`config.mk`:
```
export PLATFORM = sky130hd
export DESIGN_NAME = output_port_allocator
export DESIGN_NICKNAME = d
export VERILOG_FILES = /design/src/rtl/output_port_allocator.sv
export SDC_FILE = /design/constraint.sdc
export NUM_CORES = 1
export LEC_CHECK = 0
export CAP_MARGIN = 20
export CORE_MARGIN = 2
export CORE_UTILIZATION = 40
export CTS_BUF_LIST = sky130_fd_sc_hd__clkbuf_8 sky130_fd_sc_hd__clkbuf_16
export DETAILED_ROUTE_END_ITERATION = 8
export PLACE_DENSITY_LB_ADDON = 0.1
export SYNTH_ARGS = -nofsm -noshare
export SYNTH_HDL_FRONTEND = slang
export SYNTH_SLANG_ARGS = --single-unit
```
`constraint.sdc`:
```
create_clock -name clk -period 5 [get_ports clk]
set_clock_uncertainty 0.05 [all_clocks]
set_input_delay 1.25 -clock clk [delete_from_list [all_inputs] [get_ports clk]]
set_output_delay 1.25 -clock clk [all_outputs]
set_load 0.05 [all_outputs]
```
`src/rtl/output_port_allocator.sv`:
```
// output_port_allocator
// Packet-locked round-robin allocator for one router output port shared by the
// five input ports L,N,E,W,S (bit order 0..4). A requester wins only on a head
// flit and then owns the port until its tail flit. Flits move only while
// downstream credits remain. A stall watchdog frees the port if the owner stops
// sending.
//
// Ports
//   clk          clock
//   rst          asynchronous active-low reset
//   req          per-requester flit-valid
//   flit_id      per-requester flit type, requester i at [3i+2:3i]
//                (001 head, 010 body, 100 tail, 101 single-flit packet)
//   credit_in    one credit returned by downstream this cycle
//   timeout_cfg  stall cycles before forced release, 0 disables the watchdog
//   grant        registered one-hot owner, drives the crossbar select
//   fwd          flit transferred this cycle (combinational)
//   credits      current downstream credit count
//   timeout_err  one-cycle pulse on watchdog release
//   credit_err   one-cycle pulse on a credit returned while already full
//
// state   | meaning
// --------+-----------------------------------------------------------
// IDLE    | no owner; arbitrate among head flits, grant on next edge
// LOCKED  | owner holds the port until its tail or a watchdog release

module output_port_allocator #(
    parameter int NREQ    = 5,
    parameter int CREDITS = 4,
    parameter int CW      = 3,
    parameter int TW      = 12
) (
    input  logic              clk,
    input  logic              rst,
    input  logic [NREQ-1:0]   req,
    input  logic [3*NREQ-1:0] flit_id,
    input  logic              credit_in,
    input  logic [TW-1:0]     timeout_cfg,
    output logic [NREQ-1:0]   grant,
    output logic              fwd,
    output logic [CW-1:0]     credits,
    output logic              timeout_err,
    output logic              credit_err
);

    localparam int PW = (NREQ > 1) ? $clog2(NREQ) : 1;

    typedef enum logic {
        ST_IDLE   = 1'b0,
        ST_LOCKED = 1'b1
    } state_t;

    state_t          state_q, state_d;
    logic [PW-1:0]   ptr_q, ptr_d;
    logic [TW-1:0]   stall_q, stall_d;
    logic [NREQ-1:0] grant_d;
    logic [CW-1:0]   credits_d;
    logic            timeout_err_d;
    logic            credit_err_d;

    logic [NREQ-1:0] elig;
    logic            any_elig;
    logic [PW-1:0]   win;
    logic [2:0]      owner_fid;
    logic            owner_req;
    logic            owner_last;
    logic            timeout_hit;

    // Round-robin pick: first eligible index after p, wrapping modulo NREQ.
    // The inner loop compares against a constant index so no variable
    // bit-select is needed.
    function automatic logic [PW-1:0] rr_pick(input logic [NREQ-1:0] e,
                                              input logic [PW-1:0]   p);
        logic [PW-1:0] w;
        logic          found;
        w     = p;
        found = 1'b0;
        for (int k = 1; k <= NREQ; k++) begin
            for (int i = 0; i < NREQ; i++) begin
                if (!found && e[i] && (i == ((int'(p) + k) % NREQ))) begin
                    w     = PW'(i);
                    found = 1'b1;
                end
            end
        end
        return w;
    endfunction

    always_comb begin
        elig      = '0;
        owner_fid = '0;
        for (int i = 0; i < NREQ; i++) begin
            elig[i] = req[i] && ((flit_id[3*i +: 3] == 3'b001) ||
                                 (flit_id[3*i +: 3] == 3'b101));
            if (grant[i]) begin
                owner_fid = owner_fid | flit_id[3*i +: 3];
            end
        end
    end

    assign any_elig    = |elig;
    assign win         = rr_pick(elig, ptr_q);
    assign owner_req   = |(grant & req);
    assign owner_last  = (owner_fid == 3'b100) || (owner_fid == 3'b101);
    assign fwd         = (state_q == ST_LOCKED) && owner_req && (credits != '0);
    assign timeout_hit = (state_q == ST_LOCKED) && !fwd && (timeout_cfg != '0) &&
                         (stall_q == timeout_cfg - TW'(1));

    always_comb begin
        state_d       = state_q;
        grant_d       = grant;
        ptr_d         = ptr_q;
        stall_d       = stall_q;
        timeout_err_d = 1'b0;
        if (state_q == ST_IDLE) begin
            stall_d = '0;
            if (any_elig) begin
                grant_d = {{(NREQ-1){1'b0}}, 1'b1} << win;
                ptr_d   = win;
                state_d = ST_LOCKED;
            end
        end else begin
            if (fwd) begin
                stall_d = '0;
                if (owner_last) begin
                    grant_d = '0;
                    state_d = ST_IDLE;
                end
            end else if (timeout_hit) begin
                // ptr keeps the stalled owner so it drops to lowest priority
                grant_d       = '0;
                state_d       = ST_IDLE;
                stall_d       = '0;
                timeout_err_d = 1'b1;
            end else begin
                stall_d = stall_q + TW'(1);
            end
        end
    end

    always_comb begin
        credits_d    = credits;
        credit_err_d = 1'b0;
        if (fwd && !credit_in) begin
            credits_d = credits - CW'(1);
        end else if (credit_in && !fwd) begin
            if (credits == CW'(CREDITS)) begin
                credit_err_d = 1'b1;
            end else begin
                credits_d = credits + CW'(1);
            end
        end
    end

    always_ff @(posedge clk or negedge rst) begin
        if (!rst) begin
            state_q     <= ST_IDLE;
            grant       <= '0;
            ptr_q       <= PW'(NREQ - 1);
            stall_q     <= '0;
            credits     <= CW'(CREDITS);
            timeout_err <= 1'b0;
            credit_err  <= 1'b0;
        end else begin
            state_q     <= state_d;
            grant       <= grant_d;
            ptr_q       <= ptr_d;
            stall_q     <= stall_d;
            credits     <= credits_d;
            timeout_err <= timeout_err_d;
            credit_err  <= credit_err_d;
        end
    end

endmodule

```
-- Yosys cells after proc, flatten, opt, wreduce, memory -nomap -nowiden
Cells that the tools add are included.
- input port bits: 35
- bits in registers: 26
- output and inout port bits: 11
- logic and storage cells: 248
- div/mod/pow operators: 5
- add/sub/neg operators: 9
- muxes and demuxes: 76
- equality and inequality tests: 37
- bitwise gates (word level): 6
- shift-type cells: 1
- reduce and logical (&&, ||, !) cells: 107
- operators with widths (kind ; number):
    3-bit by 32-bit equality test with 1-bit output, first input constant ; 10
    2-bit by 32-bit equality test with 1-bit output, first input constant ; 5
    4-bit by 32-bit equality test with 1-bit output, first input constant ; 5
    32-bit zero test ; 5
    32-bit by 4-bit remainder unit with 32-bit output, second input constant ; 5
    3-bit two-way mux ; 33
    1-bit logical AND ; 61
    12-bit two-way mux ; 3
    1-bit two-way mux ; 35
    1-bit zero test ; 26
    5-bit two-way mux ; 5
    3-bit equality test, second input constant ; 8
    3-bit by 1-bit equality test with 1-bit output, second input constant ; 5
    12-bit by 1-bit adder with 12-bit output, second input constant ; 1
    12-bit equality test ; 1
    3-bit OR ; 4
    12-bit nonzero test ; 1
    12-bit by 1-bit subtractor with 12-bit output, second input constant ; 1
    5-bit OR reduction ; 2
    3-bit by 2-bit adder with 4-bit output, second input constant ; 2
    3-bit by 3-bit adder with 4-bit output, second input constant ; 2
    1-bit logical OR ; 6
    3-bit by 2-bit inequality test with 1-bit output, second input constant ; 2
    5-bit AND ; 1
    10 further kinds ; 12

-- Depth between registers and ports, before layout
- depth after elaboration: 104
- depth in mapped cells: 21
- depth with buffers taken out: 19

-- Worst setup path after synthesis
OpenSTA, ideal clock, no wires.
- path type: flip-flop to flip-flop
- start point: register ptr_q[0]
- end point: register ptr_q[0]
- buffers on the path: 3
- arrival: 4.777 ns
- clock period less this slack: 4.948 ns
- data required time: 4.829 ns
- stages on the path, launching flop included: 21
- slack: 0.052 ns
- library setup time: 0.121 ns
- cells stage by stage: dfrtp_1 buf_4 inv_1 clkbuf_1 ha_1 clkbuf_1 a21oi_1 xnor2_1 inv_1 o21ai_0 ha_1 a2111oi_0 a22oi_1 nor4b_2 o21ai_0 o211a_1 a32o_1 a21o_1 a32o_1 o21a_1 a22o_1
- word-level cells in the longest chain between the ends: 101
- elaborated cells on any way between the ends: 157
- classes of those cells: add/sub: 5; div: 5; eq/ne: 20; mux: 49; reduce/logical: 78
- RTL lines (element ; RTL line ; RTL):
    from (decl) ; 54 ; logic [PW-1:0] ptr_q, ptr_d;
    from (signal assigned) ; 159 ; ptr_q <= PW'(NREQ - 1);
    from (signal assigned) ; 167 ; ptr_q <= ptr_d;
    3-bit by 1-bit adder with 4-bit output ; 80 ; if (!found && e[i] && (i == ((int'(p) + k) % NREQ))) begin
    32-bit by 4-bit remainder unit with 32-bit output ; 80 ;
    32-bit zero test ; 80 ;
    1-bit logical AND ; 80 ;
    1-bit two-way mux ; 80 ;
    1-bit zero test ; 80 ;
    1-bit logical AND (2 in a row) ; 80 ;
    1-bit two-way mux ; 80 ;
    (+81 left out) ; - ;
    1-bit logical AND (2 in a row) ; 80 ;
    1-bit two-way mux ; 80 ;
    1-bit zero test ; 80 ;
    1-bit logical AND (2 in a row) ; 80 ;
    1-bit two-way mux ; 80 ;
    1-bit zero test ; 80 ;
    1-bit logical AND (2 in a row) ; 80 ;
    3-bit two-way mux * ; 80 ;
Mark *: on every way between the ends. The rest lies on a longest branch, timed or not.
A chain may end at the register's enable or synchronous reset.

-- Worst setup path in the final report
- start point: register ptr_q[2]
- end point: register grant[4]
- word-level cells in the longest chain between the ends: 104
- elaborated cells on any way between the ends: 160
- classes of those cells: add/sub: 5; div: 5; eq/ne: 20; shift: 1; mux: 51; reduce/logical: 78
- RTL lines (element ; RTL line ; RTL):
    3-bit by 1-bit adder with 4-bit output ; 80 ;
    32-bit by 4-bit remainder unit with 32-bit output ; 80 ;
    32-bit zero test ; 80 ;
    1-bit logical AND ; 80 ;
    1-bit two-way mux ; 80 ;
    1-bit zero test ; 80 ;
    1-bit logical AND (2 in a row) ; 80 ;
    1-bit two-way mux ; 80 ;
    (+85 left out) ; - ;
    1-bit logical AND (2 in a row) ; 80 ;
    1-bit two-way mux ; 80 ;
    1-bit zero test ; 80 ;
    1-bit logical AND (2 in a row) ; 80 ;
    3-bit two-way mux * ; 80 ;
    1-bit by 3-bit left shift with 5-bit output * ; 118 ; grant_d = {{(NREQ-1){1'b0}}, 1'b1} << win;
    5-bit two-way mux * ; 117 ; if (any_elig) begin
    5-bit two-way mux * ; 115 ; if (state_q == ST_IDLE) begin
    to (signal assigned) ; 166 ; grant <= grant_d;
    to (decl) ; 39 ; output logic [NREQ-1:0] grant,
Mark *: on every way between the ends. The rest lies on a longest branch, timed or not. The select of a mux whose other input is x is not followed.

==> impl_results.rst <==
.. list-table::
   :header-rows: 1

   * - Metric
     - Value
   * - Required time of the worst setup path
     - 5090 ps
   * - Mapped Avg Cell Area
     - 7.34 sq um
   * - Detail-routed via count per cell
     - 6.36
   * - Count of warnings emitted by yosys
     - 0
   * - Hold EP
     - stall_q[0]
   * - Sequential fraction of the synthesis area
     - 13.4%
   * - Area share of the leading cell type in the synthesized netlist
     - 12.3%
   * - Routability congestion estimate
     - 0.952
   * - Initial DRC Count
     - 415
   * - Path type of the worst setup path
     - flip-flop to flip-flop
   * - Vias
     - 5498
   * - Global route hottest layer
     - met2
   * - Post-synth EDFFs
     - 0
   * - Dominant synthesized flop cell
     - sky130_fd_sc_hd__dfrtp_1
   * - Origin of the worst setup path
     - ptr_q[2]
   * - Hold-fix buffers, CTS
     - 0
   * - Global-route track usage on met1
     - 35.5%
   * - Width of the die
     - 115 microns
   * - Wire length per cell
     - 18.6 microns
   * - Setup violation total in the final timing report
     - 0
   * - Overall fraction of global-route tracks in use
     - 24.9%
   * - Cell row count
     - 40
   * - Internal reg-to-reg setup slack
     - 330 ps
   * - Final wirelength
     - 16.1 mm
   * - Max-cap check violation count
     - 0
   * - Boundary pin count
     - 46
   * - Count of cells along the worst register-to-register path
     - 14
   * - Number of pins exceeding their max-slew limit in the final report
     - 0
   * - Kind of end point of the critical path
     - flip-flop
   * - Leading post-synthesis cells by cell area
     - sky130_fd_sc_hd__dfrtp_1 (12%), sky130_fd_sc_hd__ha_1 (7.2%), sky130_fd_sc_hd__nor2_1 (6.3%), sky130_fd_sc_hd__o21ai_0 (4.5%), sky130_fd_sc_hd__a21oi_1 (4.0%)
   * - Final Hold Violating Endpoints
     - 0
   * - Hold Crit Class
     - flip-flop to flip-flop
   * - Final worst path period need
     - 4670 ps
   * - Worst setup margin
     - 331 ps
   * - Commonest cells after routing, fill and taps aside
     - sky130_fd_sc_hd__nor2_1 (82), sky130_fd_sc_hd__nand2_1 (50), sky130_fd_sc_hd__clkdlybuf4s50_1 (45)
   * - Destination of the worst register-to-register timing path
     - grant[4]
   * - Synth Register Bits
     - 26
   * - Layout area overhead
     - 18.4%
   * - Latest clock arrival within the worst-skew pair
     - 260 ps
   * - Starting density of the core
     - 40.8%
   * - Worst reg2reg startpoint
     - ptr_q[2]
   * - Share of synthesized registers carrying an async set or reset
     - 100%
   * - Leading cell type in the layout, fill and taps excluded
     - sky130_fd_sc_hd__nor2_1
   * - Root cell of the clock tree
     - sky130_fd_sc_hd__clkbuf_16
   * - Clock net sink count
     - 26
   * - IO Port Bufs
     - 45
   * - Area post-placement
     - 0.00564 sq mm
   * - Pre-CTS setup slack
     - 191 ps
   * - Worst Max-Slew Pin Slew
     - 849 ps
   * - Largest net degree at the start of global routing
     - 46
   * - Maximum clock insertion buffer count
     - 2
   * - Net Count, Synth
     - 730
   * - TritonCTS Buffers
     - 3
   * - Number of antenna violations at the first check in global routing
     - 0
   * - Synthesized area
     - 0.00489 sq mm
   * - Via count of the first global-routing pass
     - 5208
   * - Core region area
     - 0.0120 sq mm
   * - Slew margin rel.
     - 42.8%
   * - Number of distinct standard cells referenced by the synthesized netlist
     - 94
   * - Die Ht
     - 115 microns
   * - Arrival time reported for the critical path endpoint
     - 4760 ps
   * - Largest driver fanout on the critical path
     - 26
   * - Peak Freq
     - 214 MHz
   * - Area of the die
     - 0.0131 sq mm
   * - ANT cells
     - 0
   * - Cell type with the highest aggregate area in the netlist
     - sky130_fd_sc_hd__dfrtp_1
   * - GR met2 Demand/Resource
     - 39.7%
   * - Maximum level of the CTS H-tree
     - 1
   * - Cell area after layout
     - 0.00579 sq mm
   * - Synthesized instance count
     - 666
   * - Hold Path Origin
     - stall_q[0]
   * - Startpoint types
     - flip-flop
   * - TritonCTS clock tree
     - yes
   * - Final global-route overflow total
     - 0
   * - Result of the run
     - finished clean
   * - DPL Wire Length
     - 12.7 mm
   * - Count of unresolved DRC violations after routing
     - 0
   * - Number of nets in the finished design
     - 783
   * - Residual antenna-violating net count after detailed routing
     - 0
   * - Share of the clock period used by the worst path after layout
     - 93.4%
   * - Clock slew at the register clock pins of the worst setup and hold paths
     - 70 ps
   * - Fraction of layout instances using a drive strength above 1
     - 11.7%
   * - Wire length of the first global-routing pass
     - 26.6 mm
   * - Detailed Routing Iterations Pass 1
     - 7
   * - Number of cells on the worst hold path
     - 1
   * - Global routing met3 resource utilization
     - 3.18%
## synthesized netlist by cell type, drive strengths merged (4+ instances only)
library cell,number
a211o,5
o21a,9
and3b,5
clkbuf,20
or2,6
o22ai,5
and4,4
nand4,7
xnor2,19
a22oi,9
nand3,22
a211oi,4
nand2b,8
nor2,82
nor4,8
and2,5
o2bb2ai,7
inv,31
buf,12
a31oi,12
xor2,9
nor2b,11
nand3b,11
dfrtp,24
mux2i,9
a2111oi,9
a221oi,7
a21o,9
o21ai,44
o211ai,9
o311ai,5
o31ai,9
nor3,22
o2111ai,6
or3,7
ha,28
a21oi,40
nand2,50
mux2,8
and3,13
## final cells by class
cell class | instances | area (sq um)
fill | 1184 | 6170
multi-input combinational | 576 | 3990
timing repair buffer | 80 | 726
sequential | 26 | 658
tap | 147 | 184
inverter | 32 | 123
clock buffer | 3 | 75.1
clock inverter | 1 | 30.0
## critical path, stage by stage (launching register included)
cell	delay [ps]
sky130_fd_sc_hd__dfstp_4	710
sky130_fd_sc_hd__buf_4	230
sky130_fd_sc_hd__ha_1	340
sky130_fd_sc_hd__buf_12	220
sky130_fd_sc_hd__nand3b_4	120
sky130_fd_sc_hd__mux2_2	320
sky130_fd_sc_hd__o211ai_4	280
sky130_fd_sc_hd__mux2_4	350
sky130_fd_sc_hd__o2111a_1	180
sky130_fd_sc_hd__or2_4	250
sky130_fd_sc_hd__nor4_2	600
sky130_fd_sc_hd__nand3_1	260
sky130_fd_sc_hd__o2bb2ai_2	280
sky130_fd_sc_hd__nor4_2	60
sky130_fd_sc_hd__a221o_1	270
## sequential cells by signal (all words and copies together), names as in the netlist
register / count
grant: 5
stall_q: 12
credit_err: 1
state_q: 1
credits: 3
timeout_err: 1
ptr_q: 3
## per-layer routing
metal / vias to the layer above / routed length (microns)
met1: 2589 / 7320
li1: 2648 / -
met5: - / 0
met4: 0 / 291
met3: 30 / 1160
met2: 231 / 7330
## through the flow
| stage | util (%) | setup TNS (ps) | hold WS (ps) | cells |
|---|---|---|---|---|
| 6_report | 48.4 | 0 | 474 | 865 |
| 5_1_grt | 48.4 | -2.94 | 501 | 865 |
| 4_1_cts | 48.0 | 0 | 478 | 864 |
| 3_5_place_dp | 47.1 | 0 | 468 | 860 |
| 3_3_place_gp | 47.1 | 0 | 469 | 860 |
| 2_1_floorplan | - | 0 | 436 | 666 |
## worst max path at each step
stage	end	cells after the start
2_1_floorplan	ptr_q[0]	20
3_3_place_gp	ptr_q[0]	16
3_5_place_dp	ptr_q[0]	16
4_1_cts	grant[3]	16
5_1_grt	grant[2]	17
6_report	grant[4]	14
## repair_timing
item	CTS	global route
endpoints found under the setup margin	0	7
resized for setup	0	7
setup buffers	0	1
## cell families (layout without fill, tap and decap cells)
kind of cell / after synthesis / after routing / share of synthesized area [%]
and+or+nand+nor: 273 / 273 / 29.3
AOI/OAI and AO/OA: 229 / 229 / 35.0
buffers and inverters: 64 / 116 / 5.61
adders and majority gates: 29 / 29 / 7.58
xor gates and xnor gates: 28 / 28 / 5.33
DFF: 26 / 26 / 13.4
muxes: 17 / 17 / 3.76
Power is not shown: default switching activity piles up to over one toggle a cycle in this logic, so the estimate is an artifact.
